===== src/rtl/reg_exec_pkg.sv =====
// Shared constants, opcode/state encodings and instruction field positions
// for the execute sequencer that drives the 8x16 register file.
package reg_exec_pkg;
  localparam int WIDTH = 16;
  localparam int NREGS = 8;
  localparam int AW    = $clog2(NREGS);

  localparam int OP_HI = 15, OP_LO = 12;
  localparam int RD_HI = 11, RD_LO = 9;
  localparam int RA_HI = 8,  RA_LO = 6;
  localparam int RB_HI = 5,  RB_LO = 3;

  typedef enum logic [3:0] {
    OP_ADD = 4'd0, OP_SUB = 4'd1, OP_AND = 4'd2, OP_OR  = 4'd3, OP_XOR = 4'd4,
    OP_NOT = 4'd5, OP_SHL = 4'd6, OP_SHR = 4'd7, OP_MOV = 4'd8, OP_MUL = 4'd9
  } op_e;

  typedef enum logic [2:0] {S_IDLE, S_READ, S_EXEC, S_MUL, S_WB} state_e;

  function automatic logic op_legal(input logic [3:0] op);
    return op <= OP_MUL;
  endfunction
endpackage


===== src/rtl/reg_exec_seq_if.sv =====
// Instruction handshake plus register-file port bundle; master is the sequencer.
interface reg_exec_seq_if import reg_exec_pkg::*; ();
  logic             instr_valid;
  logic             instr_ready;
  logic [WIDTH-1:0] instr;
  logic [AW-1:0]    rf_rd_addr_a, rf_rd_addr_b;
  logic [WIDTH-1:0] rf_d_out_a, rf_d_out_b;
  logic             rf_wr;
  logic [AW-1:0]    rf_wr_addr;
  logic [WIDTH-1:0] rf_d_in;
  logic             done, err, flag_z, flag_c;

  modport master (
    input  instr_valid, instr, rf_d_out_a, rf_d_out_b,
    output instr_ready, rf_rd_addr_a, rf_rd_addr_b, rf_wr, rf_wr_addr, rf_d_in,
           done, err, flag_z, flag_c
  );
  modport slave (
    output instr_valid, instr, rf_d_out_a, rf_d_out_b,
    input  instr_ready, rf_rd_addr_a, rf_rd_addr_b, rf_wr, rf_wr_addr, rf_d_in,
           done, err, flag_z, flag_c
  );
endinterface


===== src/rtl/reg_exec_seq_mul_iter_16.sv =====
// 16-cycle shift-add multiplier, one multiplier bit per cycle, LSB first.
module mul_iter_16 import reg_exec_pkg::*; (
  input  logic               clk,
  input  logic               reset,
  input  logic               start,
  input  logic [WIDTH-1:0]   a,
  input  logic [WIDTH-1:0]   b,
  output logic               busy,
  output logic               done,
  output logic [2*WIDTH-1:0] prod
);
  logic [2*WIDTH-1:0] acc_q, acc_d, mc_q, mc_d;
  logic [WIDTH-1:0]   mp_q, mp_d;
  logic [4:0]         cnt_q, cnt_d;

  always_comb begin
    acc_d = acc_q;
    mc_d  = mc_q;
    mp_d  = mp_q;
    cnt_d = cnt_q;
    if (start) begin
      acc_d = '0;
      mc_d  = {{WIDTH{1'b0}}, a};
      mp_d  = b;
      cnt_d = 5'd16;
    end else if (cnt_q != 5'd0) begin
      if (mp_q[0]) acc_d = acc_q + mc_q;
      mc_d  = mc_q << 1;
      mp_d  = mp_q >> 1;
      cnt_d = cnt_q - 5'd1;
    end
  end

  always_ff @(posedge clk or negedge reset) begin
    if (!reset) begin
      acc_q <= '0;
      mc_q  <= '0;
      mp_q  <= '0;
      cnt_q <= '0;
    end else begin
      acc_q <= acc_d;
      mc_q  <= mc_d;
      mp_q  <= mp_d;
      cnt_q <= cnt_d;
    end
  end

  assign busy = (cnt_q != 5'd0);
  // done marks the cycle whose closing edge performs the final iteration
  assign done = (cnt_q == 5'd1);
  assign prod = acc_q;
endmodule


===== src/rtl/reg_exec_seq.sv =====
// Execute sequencer: accept instruction, read two registers, compute ALU or
// iterative multiply result, write it back, then return to idle.
module reg_exec_seq import reg_exec_pkg::*; (
  input  logic           clk,
  input  logic           reset,
  reg_exec_seq_if.master bus
);
  state_e           state_q, state_d;
  logic [3:0]       op_q, op_d;
  logic [AW-1:0]    rd_q, rd_d, ra_q, ra_d, rb_q, rb_d;
  logic [WIDTH-1:0] opa_q, opa_d, opb_q, opb_d, res_q, res_d;
  logic             cy_q, cy_d, fz_q, fz_d, fc_q, fc_d;

  logic [WIDTH-1:0]   alu_res, wb_res;
  logic               alu_cy, wb_cy, legal, wr;
  logic               mul_start, mul_busy, mul_done;
  logic [2*WIDTH-1:0] mul_prod;
  logic               unused_ok;

  assign legal     = op_legal(op_q);
  assign mul_start = (state_q == S_READ) && (op_q == OP_MUL);

  // multiplier loads straight from the read ports in the READ cycle
  mul_iter_16 u_mul (
    .clk(clk), .reset(reset), .start(mul_start),
    .a(bus.rf_d_out_a), .b(bus.rf_d_out_b),
    .busy(mul_busy), .done(mul_done), .prod(mul_prod)
  );

  always_comb begin
    alu_res = '0;
    alu_cy  = 1'b0;
    case (op_q)
      OP_ADD:  {alu_cy, alu_res} = {1'b0, opa_q} + {1'b0, opb_q};
      OP_SUB:  begin alu_res = opa_q - opb_q; alu_cy = (opa_q < opb_q); end
      OP_AND:  alu_res = opa_q & opb_q;
      OP_OR:   alu_res = opa_q | opb_q;
      OP_XOR:  alu_res = opa_q ^ opb_q;
      OP_NOT:  alu_res = ~opa_q;
      OP_SHL:  begin alu_res = {opa_q[WIDTH-2:0], 1'b0}; alu_cy = opa_q[WIDTH-1]; end
      OP_SHR:  begin alu_res = {1'b0, opa_q[WIDTH-1:1]}; alu_cy = opa_q[0]; end
      OP_MOV:  alu_res = opa_q;
      default: alu_res = '0;
    endcase
  end

  assign wb_res = (op_q == OP_MUL) ? mul_prod[WIDTH-1:0] : res_q;
  assign wb_cy  = (op_q == OP_MUL) ? (|mul_prod[2*WIDTH-1:WIDTH]) : cy_q;
  assign wr     = (state_q == S_WB) && legal;

  always_comb begin
    state_d = state_q;
    op_d    = op_q;
    rd_d    = rd_q;
    ra_d    = ra_q;
    rb_d    = rb_q;
    opa_d   = opa_q;
    opb_d   = opb_q;
    res_d   = res_q;
    cy_d    = cy_q;
    fz_d    = fz_q;
    fc_d    = fc_q;
    case (state_q)
      S_IDLE: if (bus.instr_valid) begin
        op_d    = bus.instr[OP_HI:OP_LO];
        rd_d    = bus.instr[RD_HI:RD_LO];
        ra_d    = bus.instr[RA_HI:RA_LO];
        rb_d    = bus.instr[RB_HI:RB_LO];
        state_d = S_READ;
      end
      S_READ: begin
        opa_d = bus.rf_d_out_a;
        opb_d = bus.rf_d_out_b;
        if (!legal)               state_d = S_WB;
        else if (op_q == OP_MUL)  state_d = S_MUL;
        else                      state_d = S_EXEC;
      end
      S_EXEC: begin
        res_d   = alu_res;
        cy_d    = alu_cy;
        state_d = S_WB;
      end
      S_MUL: if (mul_done) state_d = S_WB;
      S_WB: begin
        if (legal) begin
          fz_d = (wb_res == '0);
          fc_d = wb_cy;
        end
        state_d = S_IDLE;
      end
      default: state_d = S_IDLE;
    endcase
  end

  always_ff @(posedge clk or negedge reset) begin
    if (!reset) begin
      state_q <= S_IDLE;
      op_q    <= '0;
      rd_q    <= '0;
      ra_q    <= '0;
      rb_q    <= '0;
      opa_q   <= '0;
      opb_q   <= '0;
      res_q   <= '0;
      cy_q    <= 1'b0;
      fz_q    <= 1'b0;
      fc_q    <= 1'b0;
    end else begin
      state_q <= state_d;
      op_q    <= op_d;
      rd_q    <= rd_d;
      ra_q    <= ra_d;
      rb_q    <= rb_d;
      opa_q   <= opa_d;
      opb_q   <= opb_d;
      res_q   <= res_d;
      cy_q    <= cy_d;
      fz_q    <= fz_d;
      fc_q    <= fc_d;
    end
  end

  assign bus.instr_ready  = (state_q == S_IDLE);
  assign bus.rf_rd_addr_a = ra_q;
  assign bus.rf_rd_addr_b = rb_q;
  assign bus.rf_wr        = wr;
  assign bus.rf_wr_addr   = wr ? rd_q : '0;
  assign bus.rf_d_in      = wr ? wb_res : '0;
  assign bus.done         = (state_q == S_WB);
  assign bus.err          = (state_q == S_WB) && !legal;
  assign bus.flag_z       = fz_q;
  assign bus.flag_c       = fc_q;

  assign unused_ok = ^{bus.instr[2:0], mul_busy};
endmodule

===== src/flat_wrapper.sv =====
// flat-port wrapper written by rule: the top's interface ports become plain ports
module reg_exec_seq_flat import reg_exec_pkg::*;
  (clk, reset, bus_instr_valid, bus_instr, bus_rf_d_out_a, bus_rf_d_out_b, bus_instr_ready, bus_rf_rd_addr_a, bus_rf_rd_addr_b, bus_rf_wr, bus_rf_wr_addr, bus_rf_d_in, bus_done, bus_err, bus_flag_z, bus_flag_c);
  reg_exec_seq_if bus_i ();
  input  logic clk;
  input  logic reset;
  input wire logic [$bits(bus_i.instr_valid)-1:0] bus_instr_valid;
  input wire logic [$bits(bus_i.instr)-1:0] bus_instr;
  input wire logic [$bits(bus_i.rf_d_out_a)-1:0] bus_rf_d_out_a;
  input wire logic [$bits(bus_i.rf_d_out_b)-1:0] bus_rf_d_out_b;
  output wire logic [$bits(bus_i.instr_ready)-1:0] bus_instr_ready;
  output wire logic [$bits(bus_i.rf_rd_addr_a)-1:0] bus_rf_rd_addr_a;
  output wire logic [$bits(bus_i.rf_rd_addr_b)-1:0] bus_rf_rd_addr_b;
  output wire logic [$bits(bus_i.rf_wr)-1:0] bus_rf_wr;
  output wire logic [$bits(bus_i.rf_wr_addr)-1:0] bus_rf_wr_addr;
  output wire logic [$bits(bus_i.rf_d_in)-1:0] bus_rf_d_in;
  output wire logic [$bits(bus_i.done)-1:0] bus_done;
  output wire logic [$bits(bus_i.err)-1:0] bus_err;
  output wire logic [$bits(bus_i.flag_z)-1:0] bus_flag_z;
  output wire logic [$bits(bus_i.flag_c)-1:0] bus_flag_c;
  assign bus_i.instr_valid = bus_instr_valid;
  assign bus_i.instr = bus_instr;
  assign bus_i.rf_d_out_a = bus_rf_d_out_a;
  assign bus_i.rf_d_out_b = bus_rf_d_out_b;
  assign bus_instr_ready = bus_i.instr_ready;
  assign bus_rf_rd_addr_a = bus_i.rf_rd_addr_a;
  assign bus_rf_rd_addr_b = bus_i.rf_rd_addr_b;
  assign bus_rf_wr = bus_i.rf_wr;
  assign bus_rf_wr_addr = bus_i.rf_wr_addr;
  assign bus_rf_d_in = bus_i.rf_d_in;
  assign bus_done = bus_i.done;
  assign bus_err = bus_i.err;
  assign bus_flag_z = bus_i.flag_z;
  assign bus_flag_c = bus_i.flag_c;
  reg_exec_seq u_core (.clk(clk), .reset(reset), .bus(bus_i));
endmodule

===== config.mk =====
export PLATFORM = sky130hd
export DESIGN_NAME = reg_exec_seq_flat
export DESIGN_NICKNAME = d
export VERILOG_FILES = /design/src/rtl/reg_exec_pkg.sv /design/src/rtl/reg_exec_seq_if.sv /design/src/rtl/reg_exec_seq_mul_iter_16.sv /design/src/rtl/reg_exec_seq.sv /design/src/flat_wrapper.sv
export SDC_FILE = /design/constraint.sdc
export NUM_CORES = 1
export LEC_CHECK = 0
export CORE_UTILIZATION = 60
export CTS_CLUSTER_SIZE = 10
export DETAILED_ROUTE_END_ITERATION = 8
export GPL_ROUTABILITY_DRIVEN = 0
export GPL_TIMING_DRIVEN = 0
export HOLD_SLACK_MARGIN = 0.05
export PLACE_DENSITY_LB_ADDON = 0.15
export SLEW_MARGIN = 20
export SYNTH_ARGS = -nofsm -noshare
export SYNTH_HDL_FRONTEND = slang
export SYNTH_HIERARCHICAL = 1
export SYNTH_SLANG_ARGS = --single-unit

===== constraint.sdc =====
create_clock -name clk -period 3.4 [get_ports clk]
set_input_delay 0.68 -clock clk [delete_from_list [all_inputs] [get_ports clk]]
set_output_delay 0.68 -clock clk [all_outputs]
set_load 0.05 [all_outputs]

* Word level (Yosys, flattened, before mapping)
Index checks and enable logic that the tools add are counted.
** Storage, ports and cells
- Bits in registers :: 152
- Word-level logic and storage cells :: 76
** Operators by class
- Add/subtract/negate cells :: 4
- $lt $le $gt $ge :: 2
- Equal/unequal tests :: 16
- Muxes and demuxes :: 20
- Bitwise operators :: 4
- Reductions and logical operators :: 15
** Operators with widths (number)
- two-way mux 32 bit :: 5
- case mux 16 bit (9 select lines) :: 1
- two-way mux 16 bit :: 4
- adder 32 bit :: 1
- adder 16 x 16 -> 17 bit :: 1
- AND 16 bit :: 1
- equality test 4 x 3 -> 1 bit (second input constant) :: 4
- zero test 16 bit :: 1
- < comparator 16 bit :: 1
- NOT 16 bit :: 1
- bitwise OR 16 bit :: 1
- OR reduction 16 bit :: 1
- subtractor 16 bit :: 1
- XOR 16 bit :: 1
- two-way mux 3 bit :: 4
- case mux 3 bit (4 select lines) :: 1
- two-way mux 5 bit :: 2
- equality test 4 x 2 -> 1 bit (second input constant) :: 2
- equality test 4 bit (second input constant) :: 2
- AND reduction 2 bit :: 4
- equality test 3 x 2 -> 1 bit (second input constant) :: 2
- equality test 5 x 1 -> 1 bit (second input constant) :: 1
- nonzero test 5 bit :: 1
- subtractor 5 x 1 -> 5 bit (second input constant) :: 1
- 13 further kinds :: 17

* Longest topological paths before layout
Gate-level depths: netlist (run 1).
- Depth in word-level cells :: 4
- Mapped depth :: 12

* By module
Netlist (run 1), hierarchy kept.
** Modules (own cells, without submodules)
- reg_exec_seq :: instances 1, cells an instance 743, area an instance 5791.8 sq um
- mul_iter_16 :: instances 1, cells an instance 615, area an instance 5338.9 sq um

* Worst setup path before layout (run 1)
No wires, ideal clock.
- Path kind :: register to output
- Start point :: register u_core.state_q[1]
- End point :: output port bus_rf_d_in[10]
- Arrival time :: 3157 ps
- Required time :: 2720 ps
- Slack :: -437 ps
- Cell stages (with the launch flop) :: 6
- Buffers on the path :: 2
- Cells stage by stage :: dfrtp_1 -> clkbuf_1 -> nor3b_1 -> nand2_1 -> clkbuf_1 -> a21oi_1
** Between the ends
- Word-level cells in the longest chain between the ends :: 3
** Ends and longest elaborated chain
- from (decl) :: line reg_exec_seq.sv:8 : state_e state_q, state_d;
- from (signal assigned) :: line reg_exec_seq.sv:109 : state_q <= state_d;
- equality test 3 bit
- via bus_done :: line flat_wrapper.sv:17 : output wire logic [$bits(bus_i.done)-1:0] bus_done;
- logical AND 1 bit :: line reg_exec_seq.sv:49 : assign wr = (state_q == S_WB) && legal;
- two-way mux 16 bit :: line reg_exec_seq.sv:128 : assign bus.rf_d_in = wr ? wb_res : '0;
- to (decl) :: line flat_wrapper.sv:16 : output wire logic [$bits(bus_i.rf_d_in)-1:0] bus_rf_d_in;
The timed path passes the listed nets, and every way through them passes these cells.

* Final worst setup path (run 1)
- Start point :: register u_core.op_q[0]
- End point :: output port bus_rf_d_in[1]
** Between the ends
- Word-level cells in the longest chain between the ends :: 3
- Elaborated cells between the ends (all ways) :: 5
- Those cells by class :: 1 x order compare; 1 x eq/ne; 2 x mux; 1 x reduce/logical
** Ends and longest elaborated chain
- from (decl) :: line reg_exec_seq.sv:9 : logic [3:0] op_q, op_d;
- from (signal assigned) :: line reg_exec_seq.sv:110 : op_q <= op_d;
- <= comparator 4 bit / equality test 4 bit (equally long branches) :: line reg_exec_pkg.sv:21, reg_exec_seq.sv:47
- logical AND 1 bit / two-way mux 16 bit (equally long branches) :: line reg_exec_seq.sv:49, reg_exec_seq.sv:47
- two-way mux 16 bit (*) :: line reg_exec_seq.sv:128
Mark *: on every way between the ends. The rest lies on a longest branch, timed or not.

==> flow_metrics.tcl, run 1 <==
set metrics [dict create \
    tritoncts.num_buffers 17 \
    fmax_ghz 0.302 \
    synthesis.area_um2 11100 \
    ys_seq_area_frac 0.342 \
    postRouteAntennaNets 0 \
    detail_route.wirelength_mm 34.4 \
    busiest_layer "met2" \
    clkSinkCount 152 \
    clockRootBuffer "clkbuf_16" \
    startpoint_type "register" \
    critical_path_peak_fanout 10 \
    grt_pass1_vias 10200 \
    max-cap-violations 0 \
    post_cts_hold_buffer_count 0 \
    grt_use_met2 0.535 \
    clock_path_buffers 2 \
    htree_levels 4 \
    timing.final.crit_period_ns 3.31 \
    io_buffer_count 78 \
    overflow 0 \
    dp.final_hpwl_mm 25.6 \
    cts.reportedPaths.clkPinSlew_ns 0.06 \
    critical_path_class "reg -> out" \
    failed_checks "DRC" \
    synth-edff-count 0 \
    min-delay-path-class "in -> async" \
    starting_density 0.615 \
    yosys_warnings 6 \
    detailroute.via_count 11100 \
    gr-usage-met1 0.519 \
    die_w_um 138 \
    grt_setup_unrepaired "no" \
    fp.dieH_um 138 \
    fin_setup_tns_ns 0 \
    drtIter0Drc 1477 \
    drc 15 \
    worst_slew_pin_slew_ns 0.828 \
    mostFrequentLayoutCell "nand2_1" \
    insertion_delay_ns 0.43 \
    ys_async_sr_fraction 1.00 \
    ir_drop_worst_case_vdd_mv 0.764 \
    cp.required_ns 2.72 \
    grt_antenna_before_repair 1 \
    synth.distinct_cells 77 \
    syn-instance-count 1358 \
    areaGrowthSynthToFinish_pct 15.6 \
    grt_util_met3 0.0707 \
    final-max-slew-violation-count 0 \
    most-common-layout-cells "nand2_1 (233), dfrtp_1 (152), a21oi_1 (131)" \
    wire_length_of_the_first_global_routing_pass_mm 54.3 \
    setup_viol_count_final 0 \
    fin_crit_sh 0.974 \
    largest_net_degree_at_the_start_of_global_routing 88 \
    seqCellArea_um2 3800 \
    top_level_ports 82 \
    dominantRegCellSynth "dfrtp_1" \
    rows 49 \
    multi_input_area_um2 6760 \
    power.density_cell_area_nw_per_um2 1050 \
    hold_violations 0 \
    relSlewSlack 0.434 \
    worst-endpoint-arrival_ns 2.63 \
    fillerInstances 1421 \
    drive_above_1_share 0.0736 \
    routedWlPerCell_um 20.3 \
    cts_tree "done" \
    register_bit_count_reported_by_yosys 152 \
    syn-num-nets 1495 \
    dieArea_um2 19100 \
    fp.coreArea_um2 18100 \
    diodes 0 \
    run_status "finished with violations" \
    clock_skew_after_layout_ns 0.0141 \
    detailedRoute.firstPassIterationCount 9 \
    total_leakage_power_nw 5.76 \
    nets 1592 \
    finalHoldWorstSlack_ns 0.185 \
    end_kind "output pin" \
    avgViaCountPerCell 6.52 \
    global_route.usage.total 0.365 \
    syn_area_per_cell_um2 8.20 \
]
==> metrics by stage <==
step	total power [mW]	util	worst slack [ns]	cell area [um^2]	std cells
after floorplan	8.94	-	0.196	11100	1358
after global placement	11.0	0.675	-4.59	12200	1665
after detailed placement	11.2	0.677	-0.685	12200	1666
after CTS	13.1	0.711	0.0365	12900	1697
after global routing	14.3	0.711	0.0117	12900	1696
final	13.5	0.711	0.0880	12900	1696
==> worst max-delay path, stage by stage (launching register included) <==
cell and delay, ns:
dfrtp_1 0.43, inv_2 0.15, buf_1 0.40, nor3_4 0.34, buf_4 0.22, nand2_1 0.06
a21oi_1 0.20, clkdlybuf4s15_2 0.40
==> logic make-up (layout without fill, tap and decap cells) <==
| logic type | after synthesis | in the layout | synth area share |
|---|---|---|---|
| AO/OA/AOI/OAI | 420 | 420 | 0.236 |
| flip-flops | 152 | 152 | 0.342 |
| XOR/XNOR | 32 | 32 | 0.0252 |
| adder cells (fa/ha/maj) | 86 | 86 | 0.0987 |
| multiplexers | 61 | 61 | 0.0580 |
| AND/OR/NAND/NOR | 466 | 466 | 0.188 |
| buffers and inverters | 141 | 250 | 0.0527 |
==> registers in the layout (all words and copies together) (netlist names) <==
name	flops
u_core/u_mul/mc_q	32
u_core/u_mul/prod	32
u_core/opa_q	16
u_core/opb_q	16
u_core/res_q	16
u_core/u_mul/mp_q	16
u_core/u_mul/cnt_q	5
u_core/op_q	4
u_core/bus.rf_rd_addr_a	3
u_core/bus.rf_rd_addr_b	3
u_core/rd_q	3
u_core/state_q	3
u_core/bus.flag_c	1
u_core/bus.flag_z	1
u_core/cy_q	1
==> cell usage after synthesis, types with 9 or more instances <==
cell type	number	area share
nand4_1	11	0.0062
nand2b_1	9	0.0051
nand3b_1	9	0.0061
nor3_1	23	0.010
nor2_1	91	0.031
mux2i_1	45	0.040
nor2b_1	12	0.0067
ha_1	83	0.093
mux2_2	14	0.014
o211ai_1	10	0.0067
a211oi_1	10	0.0067
o21ai_0	119	0.054
nor4_1	20	0.011
nand3_1	18	0.0081
a31oi_1	21	0.012
a21oi_1	131	0.059
and3_1	11	0.0062
inv_1	59	0.020
a22oi_1	16	0.011
nand2_1	233	0.079
clkbuf_1	58	0.020
a21o_1	27	0.018
dfrtp_1	152	0.34
xnor2_1	25	0.020
==> area by class of cell <==
cell class | instances | area share
Multi-Input combinational cell | 1065 | 0.525
Sequential cell | 152 | 0.296
Timing Repair Buffer | 80 | 0.0653
Clock buffer | 21 | 0.0358
Buffer | 78 | 0.0285
Tap cell | 229 | 0.0223
Inverter | 61 | 0.0178
Clock inverter | 10 | 0.00934
==> metal layers <==
layer / up-vias / wire (um)
met5: - / 11
met4: 2 / 1520
met3: 115 / 4120
met2: 722 / 14500
met1: 5202 / 14200
li1: 5021 / -
==> power by group <==
group	internal, mW	total (mW)	leakage (nW)	switching [mW]
clock network	1.12	1.90	0.280	0.778
registers	2.55	3.33	1.96	0.784
logic	3.02	8.26	3.52	5.24
total	6.68	13.5	5.76	6.80
==> final timing paths <==
kind,from,end,slack [ns],depth (start not counted)
worst min-delay path,reset,u_core/bus.rf_rd_addr_a[2],0.18,1
worst min register to register,u_core/bus.flag_c,u_core/bus.flag_c,0.49,2
worst max-delay path,u_core/op_q[0],bus_rf_d_in[1],0.09,7
min in group clk,u_core/bus.flag_c,u_core/bus.flag_c,0.49,2
worst max register to register,u_core/op_q[0],u_core/u_mul/mc_q[19],0.19,9
max in group asynchronous,reset,u_core/opa_q[2],2.40,2
==> what timing repair did <==
item,4_1_cts,5_1_grt
setup endpoints to repair,105,98
setup buffers,1,0
pin swaps,1,0
resized for setup,57,14
Power figures use the tool's default switching activity.
==> inputs of run 2 (changes only) <==
--- a/config.mk
+++ b/config.mk
@@ -14,3 +14,3 @@
 export PLACE_DENSITY_LB_ADDON = 0.15
-export SLEW_MARGIN = 20
+export SLEW_MARGIN = 30
 export SYNTH_ARGS = -nofsm -noshare
==> constraint.sdc (replaced) <==
create_clock -name clk -period 3.4 [get_ports clk]
set_input_delay 0.85 -clock clk [delete_from_list [all_inputs] [get_ports clk]]
set_output_delay 0.85 -clock clk [all_outputs]
set_load 0.05 [all_outputs]
==> run 2 against run 1 <==
Against the previous run:
- the run still ends with DRC left
- sequential power barely moved
- global-route usage fell by 0.091 points
- die area did not move
- design area fell by 0.74%
- maximum frequency rose by 1.1%
- critical path depth rose by 4
- flip-flop and latch count did not move
- largest power group unchanged
==> flow_metrics.tcl, run 2 (synthesis gave the netlist of run 1 again) <==
set metrics [dict create \
    run_status "finished with violations" \
    failed_checks "DRC" \
    detailroute.via_count 10900 \
    power.density_cell_area_nw_per_um2 1050 \
    max_stage_delay_ns 0.57 \
    detail_route.wirelength_mm 34.4 \
    timing.final.crit_period_ns 3.28 \
    fin_setup_tns_ns 0 \
    drtIter0Drc 1477 \
    clkSinkCount 152 \
    ir_drop_worst_case_vdd_mv 0.775 \
    top_level_ports 82 \
    worst-endpoint-arrival_ns 3.64 \
    finalWorstSetupSlack_ns 0.125 \
    rows 49 \
    final-max-slew-violation-count 0 \
    crit_path_cell_trace "inv_1, ha_1, fa_1, nor2_1, o21ai_0, nand4_1, a31oi_1, nand2_1, nand3_1, nor3b_1, o22a_1" \
    wire_length_of_the_first_global_routing_pass_mm 54.2 \
    grt_pass1_vias 10200 \
    cts_tree "done" \
    dpl_worst_slack_ns -0.685 \
    cts.reportedPaths.clkPinSlew_ns 0.06 \
    post_cts_hold_buffer_count 0 \
    critical_path_class "reg -> reg" \
    dieArea_um2 19100 \
    setup_viol_count_final 0 \
    hold_violations 0 \
    grt_setup_unrepaired "no" \
    mostFrequentLayoutCell "nand2_1" \
    clockRootBuffer "clkbuf_16" \
    drc 28 \
    fmax_ghz 0.305 \
    nets 1591 \
    postRouteAntennaNets 0 \
    fin_total_pwr_mw 13.5 \
    crit_slowest_cell "a31oi_1" \
    tritoncts.num_buffers 17 \
    min-delay-path-class "in -> async" \
    dp.final_hpwl_mm 25.6 \
    fp.dieH_um 138 \
    overflow 0 \
    largest_net_degree_at_the_start_of_global_routing 88 \
    clock_path_buffers 2 \
    grt_antenna_before_repair 2 \
    fin_crit_sh 0.963 \
    worst_slew_pin_slew_ns 0.894 \
    die_w_um 138 \
    max-cap-violations 0 \
    end_kind "register" \
    place_area_um2 12200 \
    critical_path_peak_fanout 5 \
    relSlewSlack 0.402 \
    fp.coreArea_um2 18100 \
    htree_levels 4 \
    global_route.usage.total 0.364 \
    drive_above_1_share 0.0744 \
    avgViaCountPerCell 6.45 \
    worstRegToRegCells 11 \
    io_buffer_count 78 \
    insertion_delay_ns 0.43 \
    detailedRoute.firstPassIterationCount 9 \
    most-common-layout-cells "nand2_1 (233), dfrtp_1 (152), a21oi_1 (131)" \
    cp.required_ns 3.76 \
    final_area_um2 12800 \
    routedWlPerCell_um 20.3 \
    clock_skew_after_layout_ns 0.0127 \
    utilization 0.706 \
    areaGrowthSynthToFinish_pct 14.7 \
    starting_density 0.615 \
    total_leakage_power_nw 5.84 \
    startpoint_type "register" \
]
-- run 2: critical path, delay by kind of cell (launching register included) --
kind,cells,cell delay (ns)
compound gates,3,1.24
fa+ha+maj,2,0.44
buf+inv,1,0.17
flops,1,0.41
simple gates,5,0.97
-- run 2: stage by stage --
stage / hold WS (ns) / cells
floorplan: 0.449 / 1358
global placement: 0.467 / 1665
detailed placement: 0.487 / 1666
CTS: 0.374 / 1696
global route: 0.376 / 1695
finish: 0.355 / 1696
-- run 2: area by class of cell --
cell class                 instances  area [um^2]
sequential                       152         3800
clock inverter                    10          120
inverter                          61          229
clock buffer                      21          460
buffer                            77          365
fill                            1440         5320
timing repair buffer              80          743
tap                              229          287
antenna                            1         2.50
multi-input combinational       1065         6760
-- run 2: final timing paths --
path | startpoint | end | slack [ns]
hold / removal | reset | u_core/bus.rf_rd_addr_a[2] | 0.36
min in group clk | u_core/bus.flag_c | u_core/bus.flag_c | 0.50
hold reg to reg | u_core/bus.flag_c | u_core/bus.flag_c | 0.50
setup reg to reg | u_core/opa_q[0] | u_core/res_q[12] | 0.12
max in group asynchronous | reset | u_core/opa_q[2] | 2.22
setup / recovery | u_core/opa_q[0] | u_core/res_q[12] | 0.12
-- run 2: what timing repair did --
item	CTS	global route
setup buffers	1	0
endpoints found under the setup margin	106	99
resized for setup	58	52
pin swaps	1	0
-- run 2: power by group --
group | leakage (nW) | internal [mW] | total, mW | switching (mW)
Sequential | 1.96 | 2.55 | 3.33 | 0.786
Clock | 0.280 | 1.12 | 1.89 | 0.771
Combinational | 3.60 | 3.00 | 8.24 | 5.24
Total | 5.84 | 6.67 | 13.5 | 6.80
-- run 2: layer usage --
layer | global-route usage | up-vias | share of wire
met2 | 0.529 | 658 | 0.42
met1 | 0.513 | 5126 | 0.43
met3 | 0.0779 | 137 | 0.11
met5 | 0 | - | 0.00032
met4 | 0.189 | 2 | 0.050
li1 | - | 5019 | -
